## src/rtl/tetromino_queue.sv

```systemverilog
// tetromino_queue: active falling piece plus a preview queue of upcoming types.
//
// Holds the active piece (type, rotation, 4x4 bitmap, colour) and up to
// QUEUE_DEPTH preview types. The queue is refilled from a 16-bit Galois LFSR,
// drawing uniformly or from a 7-bag. A combinational rotation candidate is
// offered to the collision checker, which approves it with rotate_en.
//
// Ports:
//   clk             single clock, all state on rising edge
//   reset           synchronous, active-high
//   load_next_block pop the queue head into the active piece
//   rotate          rotation request
//   rotate_dir      0 = clockwise, 1 = counter-clockwise
//   rotate_en       collision checker approves rot_candidate this cycle
//   rot_candidate   bitmap of the requested rotation (combinational)
//   block           active bitmap, row-major, bit15 = row0/col0
//   block_type      I=1 O=2 S=3 Z=4 J=5 L=6 T=7
//   block_rot       rotation index 0..3
//   block_color     colour of the active piece
//   preview_types   preview queue, head in [2:0], empty slots read 0
//   queue_count     number of valid preview entries
module tetromino_queue #(
    parameter int          QUEUE_DEPTH = 3,
    parameter bit          BAG_MODE    = 1'b0,
    parameter bit          COLOR_MODE  = 1'b0,
    parameter logic [15:0] LFSR_SEED   = 16'hACE1
) (
    input  logic                     clk,
    input  logic                     reset,
    input  logic                     load_next_block,
    input  logic                     rotate,
    input  logic                     rotate_dir,
    input  logic                     rotate_en,
    output logic [15:0]              rot_candidate,
    output logic [15:0]              block,
    output logic [2:0]               block_type,
    output logic [1:0]               block_rot,
    output logic [2:0]               block_color,
    output logic [3*QUEUE_DEPTH-1:0] preview_types,
    output logic [2:0]               queue_count
);

    typedef enum logic [2:0] {
        PIECE_NONE = 3'd0,
        PIECE_I    = 3'd1,
        PIECE_O    = 3'd2,
        PIECE_S    = 3'd3,
        PIECE_Z    = 3'd4,
        PIECE_J    = 3'd5,
        PIECE_L    = 3'd6,
        PIECE_T    = 3'd7
    } piece_e;

    // An all-zero seed would lock the LFSR up forever.
    localparam logic [15:0] SEED      = (LFSR_SEED == 16'h0000) ? 16'h0001 : LFSR_SEED;
    localparam logic [15:0] LFSR_MASK = 16'hB400;
    localparam logic [2:0]  DEPTH     = 3'(QUEUE_DEPTH);

    function automatic logic [15:0] shape(input logic [2:0] t, input logic [1:0] r);
        logic [15:0] s;
        s = 16'h0000;
        case (t)
            PIECE_I: s = r[0] ? 16'h2222 : 16'hF000;
            PIECE_O: s = 16'h6600;
            PIECE_S: s = r[0] ? 16'h4620 : 16'h6C00;
            PIECE_Z: s = r[0] ? 16'h2640 : 16'hC600;
            PIECE_J: case (r)
                         2'd0:    s = 16'h8E00;
                         2'd1:    s = 16'hC880;
                         2'd2:    s = 16'hE200;
                         default: s = 16'h2260;
                     endcase
            PIECE_L: case (r)
                         2'd0:    s = 16'h2E00;
                         2'd1:    s = 16'h4460;
                         2'd2:    s = 16'hE800;
                         default: s = 16'h6220;
                     endcase
            PIECE_T: case (r)
                         2'd0:    s = 16'h4E00;
                         2'd1:    s = 16'h4640;
                         2'd2:    s = 16'h0E40;
                         default: s = 16'h4C40;
                     endcase
            default: s = 16'h0000;
        endcase
        return s;
    endfunction

    logic [15:0] lfsr;
    logic [6:0]  bag;          // bit (t-1) set once type t was pushed from this bag
    logic [6:0]  bag_d;
    logic [6:0]  bag_set;
    logic [2:0]  color_cnt;
    logic [2:0]  queue_q [QUEUE_DEPTH];
    logic [2:0]  queue_d [QUEUE_DEPTH];
    logic [2:0]  count_d;
    logic [2:0]  tail;
    logic [2:0]  draw;
    logic [1:0]  cand_rot;
    logic        commit;
    logic        pop;
    logic        in_bag;
    logic        draw_valid;
    logic        push;

    assign draw          = lfsr[2:0];
    assign cand_rot      = rotate_dir ? (block_rot - 2'd1) : (block_rot + 2'd1);
    assign rot_candidate = shape(block_type, cand_rot);

    // A committed rotation wins over a load; the load is then dropped.
    assign commit     = rotate && rotate_en;
    assign pop        = load_next_block && !commit && (queue_count != 3'd0);
    // draw - 1 wraps to 7 when draw is 0, shifting the bit out; draw 0 is invalid anyway.
    assign in_bag     = |(bag & (7'd1 << (draw - 3'd1)));
    assign bag_set    = bag | (7'd1 << (draw - 3'd1));
    assign draw_valid = (draw != 3'd0) && !(BAG_MODE && in_bag);
    assign push       = draw_valid && ((queue_count < DEPTH) || pop);

    // NOTE: every signal written in always_comb gets a default first, so no latch is inferred.
    always_comb begin
        for (int i = 0; i < QUEUE_DEPTH; i++) begin
            queue_d[i] = queue_q[i];
        end
        count_d = queue_count;
        tail    = queue_count;
        bag_d   = bag;

        if (pop) begin
            for (int i = 0; i < QUEUE_DEPTH - 1; i++) begin
                queue_d[i] = queue_q[i + 1];
            end
            queue_d[QUEUE_DEPTH-1] = 3'd0;
            tail = queue_count - 3'd1;
        end

        // With a simultaneous pop the new entry lands in the slot the shift just freed.
        if (push) begin
            for (int i = 0; i < QUEUE_DEPTH; i++) begin
                if (3'(i) == tail) begin
                    queue_d[i] = draw;
                end
            end
            if (BAG_MODE) begin
                bag_d = (bag_set == 7'h7F) ? 7'h00 : bag_set;
            end
        end

        if (push && !pop) begin
            count_d = queue_count + 3'd1;
        end else if (pop && !push) begin
            count_d = queue_count - 3'd1;
        end
    end

    always_comb begin
        preview_types = '0;
        for (int i = 0; i < QUEUE_DEPTH; i++) begin
            preview_types[3*i +: 3] = queue_q[i];
        end
    end

    // NOTE: sequential state uses non-blocking assignments so every register updates from pre-edge values.
    always_ff @(posedge clk) begin
        if (reset) begin
            lfsr        <= SEED;
            // NOTE: the preview storage is reset explicitly because empty slots must read 0.
            for (int i = 0; i < QUEUE_DEPTH; i++) begin
                queue_q[i] <= 3'd0;
            end
            queue_count <= 3'd0;
            bag         <= 7'h00;
            block       <= 16'hF000;
            block_type  <= PIECE_I;
            block_rot   <= 2'd0;
            block_color <= COLOR_MODE ? 3'd4 : 3'd1;
            color_cnt   <= 3'd4;
        end else begin
            lfsr        <= {1'b0, lfsr[15:1]} ^ (lfsr[0] ? LFSR_MASK : 16'h0000);
            queue_q     <= queue_d;
            queue_count <= count_d;
            bag         <= bag_d;

            if (commit) begin
                block_rot <= cand_rot;
                block     <= rot_candidate;
            end else if (pop) begin
                block_type <= queue_q[0];
                block_rot  <= 2'd0;
                block      <= shape(queue_q[0], 2'd0);
                if (COLOR_MODE) begin
                    block_color <= color_cnt;
                    color_cnt   <= (color_cnt == 3'd7) ? 3'd1 : (color_cnt + 3'd1);
                end else begin
                    block_color <= queue_q[0];
                end
            end
        end
    end

endmodule
```

## config.mk

```make
export PLATFORM = sky130hd
export DESIGN_NAME = tetromino_queue
export DESIGN_NICKNAME = d
export VERILOG_FILES = /design/src/rtl/tetromino_queue.sv
export SDC_FILE = /design/constraint.sdc
export NUM_CORES = 1
export LEC_CHECK = 0
export CORE_UTILIZATION = 40
export DETAILED_ROUTE_END_ITERATION = 10
export PLACE_DENSITY = 0.74
export SLEW_MARGIN = 20
export SYNTH_ARGS = -nofsm -noshare
export SYNTH_HDL_FRONTEND = slang
export SYNTH_SLANG_ARGS = --single-unit
```

## constraint.sdc

```tcl
create_clock -name clk -period 3.8 [get_ports clk]
set_input_delay 0.76 -clock clk [delete_from_list [all_inputs] [get_ports clk]]
set_output_delay 0.76 -clock clk [all_outputs]
set_load 0.1 [all_outputs]
```

Word level (Yosys, flattened, before mapping). Cells that the tools add are included.

Latch bits: 0. Memory bits (writable): 0. Output and inout port bits: 52. Word-level logic and storage cells: 72. ROM bits: 0. Flip-flop bits (word level): 49. Memories kept: 0. Input port bits: 6.

Shift operators: 0. Multiply operators: 0. Order comparisons: 1. Add/subtract/negate cells: 4. Equal/unequal tests: 18. Div/mod/pow operators: 0. Multiplexer cells: 22. Bitwise gates (word level): 2. Reductions and logical operators: 17.

Operator list (count): $pmux W16 S7 (2); $pmux W16 S3 (2); $mux W16 (5); $pmux W15 S3 (1); $eq A3 B3 Y1 const B (8); $mux W3 (6); $mux W9 (2); $xor A15 B16 Y16 (1); $mux W14 (1); $eq A3 B2 Y1 const B (4); $eq A3 B1 Y1 const B (2); $logic_and A1 B1 Y1 (6); $mux W2 (3); $reduce_bool A3 Y1 (2); $reduce_bool A2 Y1 (2); $add A3 B1 Y3 const B (1); $eq A1 B3 Y1 const A (1); $eq A2 B3 Y1 const A (1); $logic_not A1 Y1 (3); $logic_not A3 Y1 (1); $lt A3 B2 Y1 const B (1); $sub A3 B1 Y3 const B (1); $add A2 B1 Y2 const B (1); $eq A2 B1 Y1 const B (1); 6 further kinds (6).

Longest topological paths before layout. Gate-level depths: netlist of run 1.

Word-level depth: 10. Depth in mapped cells: 12. Mapped depth without buffers: 10.

Worst setup path after synthesis of run 1. Ideal clock, no wire load.

Kind: register -> output. Start: register block_rot[0]. End: output port rot_candidate[14]. Cell stages (with the launch flop): 6. Data arrival time: 4.152 ns. Path slack: -1.112 ns. Buffers on the path: 1. Data required time: 3.040 ns. Cell sequence: dfxtp_1 clkbuf_1 inv_1 ha_1 mux2i_1 o21ai_0.

Word-level cells in the longest chain between the ends: 5. Elaborated cells on any way between the ends: 12. Classes of those cells: 2 x add/sub; 2 x eq/ne; 7 x mux; 1 x reduce/logical.

Ends and longest elaborated chain: from (decl) (line 37) `output logic [1:0] block_rot,`; from (signal assigned) (line 185) `block_rot <= cand_rot;`; $add A2 B1 Y2 / $sub A2 B1 Y2 (equally long branches) (line 108) `assign cand_rot = rotate_dir ? (block_rot - 2'd1) : (block_rot + 2'd1);`; $mux W2 * (line 108); $eq A2 B2 Y1 (tied with other cells) (line 67, 73, 79); $pmux W15 S3 (tied with other cells) (line 79) `PIECE_T: case (r)`; $pmux W16 S7 * (line 62) `case (t)`; to (decl) (line 34) `output logic [15:0] rot_candidate,`.

Every way passes the cells marked *; elsewhere a longest branch is shown, timed or not.

Worst setup path in the final report of run 1.
Start: input port rotate_dir. End: output port rot_candidate[11].

Word-level cells in the longest chain between the ends: 4. Elaborated cells on any way between the ends: 9. Classes of those cells: 2 x eq/ne; 6 x mux; 1 x reduce/logical.

Ends and longest elaborated chain: from (decl) (line 32) `input logic rotate_dir,`; $mux W2 * (line 108); $eq A2 B2 Y1 (tied with other cells) (line 67, 73, 79); $pmux W15 S3 (tied with other cells) (line 79); $pmux W16 S7 * (line 62).

Marks and branches as above.

==> metrics.log, run 1 <==
INFO  metric drt.antenna.violating_nets = 0
INFO  metric first_iter_violations = 62
INFO  metric critical_path.slowest_cell = sky130_fd_sc_hd__clkdlybuf4s50_1
INFO  metric worst_slew_pin_slew = 0.983 ns
INFO  metric gp_congestion = 0.837
INFO  metric clkLatencyLatePin = 0.29 ns
INFO  metric synth.distinct_cells = 52
INFO  metric instances_no_fill = 395
INFO  metric ys_async_sr_fraction = 0
INFO  metric drt_total_wl = 5610 µm
INFO  metric timing.critical_path.slowest_cell_delay = 0.42 ns
INFO  metric cts-root-buf = sky130_fd_sc_hd__clkbuf_8
INFO  metric drt-pass1-iter-count = 4
INFO  metric first_global_vias = 1867
INFO  metric route.detailed.drc = 0
INFO  metric place.detailed.instances = 388
INFO  metric cts_hold_buf = 0
INFO  metric cts-buffers-inserted = 5
INFO  metric layout.nets = 338
INFO  metric endpoint_type_of_the_worst_setup_path = output pin
INFO  metric design.die.area = 0.00650 mm²
INFO  metric design.portCount = 58
INFO  metric netlist_instances = 289
INFO  metric worst_ep_arrival = 2.69 ns
INFO  metric timing.hold.worst.class = reg2reg
INFO  metric worstHoldEndpoint = lfsr[5]$_SDFF_PP1_
INFO  metric port_buffers = 47
INFO  metric synth_top_flop_cell = sky130_fd_sc_hd__dfxtp_1
INFO  metric internal_power = 1.20 mW
INFO  metric capture_point_of_the_worst_reg_to_reg_path = block[11]$_SDFFE_PP0P_
INFO  metric cts_resized = 0
INFO  metric synth_sequential_area_ratio = 0.356
INFO  metric core_region_area = 0.00596 mm²
INFO  metric startpoint_type_of_the_worst_setup_path = input pin
INFO  metric slew_headroom = 0.343
INFO  metric maxCapViolCount = 0
INFO  metric holdWs = 0.413 ns
INFO  metric unrepaired_setup_endpoints_after_global_routing = no
INFO  metric synth_warnings = 0
INFO  metric power.share.combinational = 0.573
INFO  metric irDropWorstVdd = 0.542 mV
INFO  metric power.density_cell_area = 795 mW/mm²
INFO  metric outcome = completed
INFO  metric timing.critical_path.cells = clkdlybuf4s50_1, xor2_1, buf_4, ha_1, a21oi_1, a311o_1, o31ai_4, buf_12
INFO  metric pwr-share-seq = 0.262
INFO  metric die-height = 80.6 µm
INFO  metric hold_path_depth = 1
INFO  metric timing.setup.tns = 0 ns
INFO  metric netSwitchingPower = 1.28 mW
INFO  metric fp.dieW = 80.6 µm
INFO  metric fin_crit = 3.45 ns
INFO  metric global_route_usage_over_all_layers = 0.183
INFO  metric r2r_cells = 7
INFO  metric min-delay-start = lfsr[6]$_SDFF_PP1_
INFO  metric buffers_from_clock_root_to_sink_at_most = 2
INFO  metric finalHoldViolations = 0
INFO  metric antennaDiodeCount = 0
INFO  metric synth.avg_cell_area = 8.55 µm²
INFO  metric clock_tree_from_tritoncts = done
INFO  metric reg2reg_setup_slack = 1.49 ns
INFO  metric rr_startpoint = block_rot[0]$_SDFFE_PP0P_
INFO  metric clkTransAtPathRegs = 0.08 ns
INFO  metric register_bit_total_from_synthesis = 44
INFO  metric worstPathMaxFanout = 5
INFO  metric max_clock_freq = 290 MHz
INFO  metric synth_enable_flop_cells = 0
INFO  metric total_via_count_in_the_routed_design = 2085
INFO  metric place_area = 0.00299 mm²
INFO  metric dp_hpwl = 3900 µm
INFO  metric final_core_utilization = 0.523
INFO  metric numClockSinks = 44
INFO  metric grt_start_max_net_pins = 26
INFO  metric power_frac_clock = 0.165
INFO  metric yosysTopAreaCell = sky130_fd_sc_hd__dfxtp_1
INFO  metric worst-endpoint-required = 3.04 ns
INFO  metric post-route-cell-area = 0.00312 mm²
INFO  metric start_util = 0.415
INFO  metric synth.top_cell.area_share = 0.356
INFO  metric row_count = 28
INFO  metric critical_path_class = in2out
INFO  metric setup_violations = 0
INFO  metric vias_per_cell = 5.28
INFO  metric global_route.overflow_total = 0
INFO  metric post-route-period-util = 0.907
INFO  metric timing.final.max_slew_violations = 0
INFO  metric clock_skew = 0.00657 ns
INFO  metric power.switching_fraction = 0.515
INFO  metric netlist_area = 0.00247 mm²
INFO  metric route.detailed.wl_per_inst = 14.2 µm
INFO  metric layout-drive-gt1-share = 0.147
INFO  metric synth_top_cells_by_area = sky130_fd_sc_hd__dfxtp_1, sky130_fd_sc_hd__ha_1, sky130_fd_sc_hd__buf_4, sky130_fd_sc_hd__nor2_1, sky130_fd_sc_hd__mux2i_1
INFO  metric total_leakage_power = 1.31 nW
INFO  metric number_of_antenna_violations_at_the_first_check_in_global_routing = 0
INFO  metric area_delta_synth_final = 26.1%
INFO  metric global_route_wire_length_before_repair = 9290 µm
INFO  metric cts_post_setup_buffers_inserted = 0
INFO  metric cts.htree.levels = 2
## cell usage in the layout, fill, tap and decap left out, types with 2 or more instances in the layout
master and instances:
sky130_fd_sc_hd__clkbuf_8 5, sky130_fd_sc_hd__a21oi_1 16, sky130_fd_sc_hd__nor2b_1 10, sky130_fd_sc_hd__o2111ai_1 2
sky130_fd_sc_hd__clkdlybuf4s50_1 29, sky130_fd_sc_hd__xor2_1 5, sky130_fd_sc_hd__inv_1 10, sky130_fd_sc_hd__a311o_1 2
sky130_fd_sc_hd__ha_1 12, sky130_fd_sc_hd__nand2b_1 7, sky130_fd_sc_hd__o2bb2ai_1 3, sky130_fd_sc_hd__nand2_1 18
sky130_fd_sc_hd__bufinv_16 2, sky130_fd_sc_hd__nand3_1 6, sky130_fd_sc_hd__xnor2_1 3, sky130_fd_sc_hd__o21bai_2 2
sky130_fd_sc_hd__buf_4 12, sky130_fd_sc_hd__and3_1 2, sky130_fd_sc_hd__or2_2 6, sky130_fd_sc_hd__conb_1 10
sky130_fd_sc_hd__a211oi_1 9, sky130_fd_sc_hd__nor2_1 32, sky130_fd_sc_hd__nand3b_1 2, sky130_fd_sc_hd__o21a_1 2
sky130_fd_sc_hd__and2_1 2, sky130_fd_sc_hd__o21ai_0 11, sky130_fd_sc_hd__nor3_1 6, sky130_fd_sc_hd__mux2i_1 12
sky130_fd_sc_hd__o311a_1 2, sky130_fd_sc_hd__buf_12 9, sky130_fd_sc_hd__dfxtp_1 44
## metrics by stage
step | setup slack, ns | total power, mW
after global routing | 0.260 | 2.59
after global placement | 0.412 | 2.05
final | 0.353 | 2.48
after CTS | 0.371 | 2.49
after floorplan | -0.338 | 1.78
after detailed placement | 0.386 | 2.07
## worst max-delay path: cells and delay by family
| family | cells | cell delay, ns |
|---|---|---|
| AO/OA/AOI/OAI | 3 | 0.59 |
| adder cells (fa/ha/maj) | 1 | 0.38 |
| XOR/XNOR | 1 | 0.16 |
| buffers and inverters | 3 | 0.79 |
## per-layer routing
metal | vias up | global-route usage | part of all wire
met4 | 0 | 0.0589 | 0.014
met5 | - | 0 | 0
met3 | 9 | 0.0330 | 0.046
met2 | 66 | 0.292 | 0.47
met1 | 974 | 0.248 | 0.47
li1 | 1036 | - | -
## power by group through the flow
stage	Combinational (mW)	Clock, mW	Sequential [mW]
4_1_cts	1.42	0.417	0.647
3_3_place_gp	1.40	0	0.653
2_1_floorplan	0.797	0	0.984
6_report	1.42	0.409	0.648
5_1_grt	1.49	0.433	0.663
3_5_place_dp	1.41	0	0.657
## worst max-delay path by stage
stage,startpoint,end,slack [ns],depth (start not counted)
after floorplan,block_rot[0]$_SDFFE_PP0P_,rot_candidate[14],-0.34,5
after global placement,rotate_dir,rot_candidate[11],0.41,8
after detailed placement,rotate_dir,rot_candidate[11],0.39,8
after CTS,rotate_dir,rot_candidate[11],0.37,8
after global routing,rotate_dir,rot_candidate[11],0.26,8
final,rotate_dir,rot_candidate[11],0.35,8
## registers in the layout (all words and copies together), names as in the netlist
| signal | cells |
|---|---|
| lfsr | 16 |
| block | 11 |
| preview_types | 9 |
| block_color | 3 |
| queue_count | 3 |
| block_rot | 2 |
## synthesized netlist by cell type (3+ instances only)
master and number:
sky130_fd_sc_hd__xnor2_1 3, sky130_fd_sc_hd__nor3_1 6, sky130_fd_sc_hd__nor2b_1 10, sky130_fd_sc_hd__inv_1 10, sky130_fd_sc_hd__xor2_1 5, sky130_fd_sc_hd__a211oi_1 9
sky130_fd_sc_hd__nand2_1 18, sky130_fd_sc_hd__dfxtp_1 44, sky130_fd_sc_hd__or2_2 6, sky130_fd_sc_hd__o21ai_0 12, sky130_fd_sc_hd__nor2_1 33, sky130_fd_sc_hd__nand3_1 6
sky130_fd_sc_hd__buf_2 5, sky130_fd_sc_hd__clkbuf_1 13, sky130_fd_sc_hd__buf_4 17, sky130_fd_sc_hd__a21oi_1 17, sky130_fd_sc_hd__o2bb2ai_1 4, sky130_fd_sc_hd__ha_1 12
sky130_fd_sc_hd__nand2b_1 7, sky130_fd_sc_hd__mux2i_1 12
## layout make-up
cell class / instances / area, µm²
fillers: 568 / 2840
multi-input cells: 209 / 1420
flip-flops and latches: 44 / 881
repair buffers: 50 / 561
well taps: 75 / 93.8
clock buffers: 5 / 68.8
clock inverters: 2 / 60.1
inverters: 10 / 37.5
## cell families (layout without fill, tap and decap cells)
| logic type | after synthesis | after routing | share of synthesized area |
|---|---|---|---|
| other | 1 | 10 | 0.00152 |
| muxes | 14 | 14 | 0.0592 |
| DFF | 44 | 44 | 0.356 |
| and+or+nand+nor | 98 | 98 | 0.199 |
| xor gates and xnor gates | 8 | 8 | 0.0284 |
| adders and majority gates | 12 | 12 | 0.0608 |
| buffers and inverters | 45 | 67 | 0.0967 |
| AOI/OAI and AO/OA | 67 | 67 | 0.197 |
Power figures use the tool's default switching activity.
==> run 2: changes to the inputs <==
--- a/config.mk
+++ b/config.mk
@@ -6,9 +6,10 @@
 export NUM_CORES = 1
 export LEC_CHECK = 0
 export CORE_UTILIZATION = 40
+export CTS_CLUSTER_DIAMETER = 50
 export DETAILED_ROUTE_END_ITERATION = 10
 export PLACE_DENSITY = 0.74
-export SLEW_MARGIN = 20
+export SLEW_MARGIN = 10
 export SYNTH_ARGS = -nofsm -noshare
 export SYNTH_HDL_FRONTEND = slang
 export SYNTH_SLANG_ARGS = --single-unit
==> results of run 2 <==
Same layout as run 1: the final DEF is identical, and so are final timing and power.
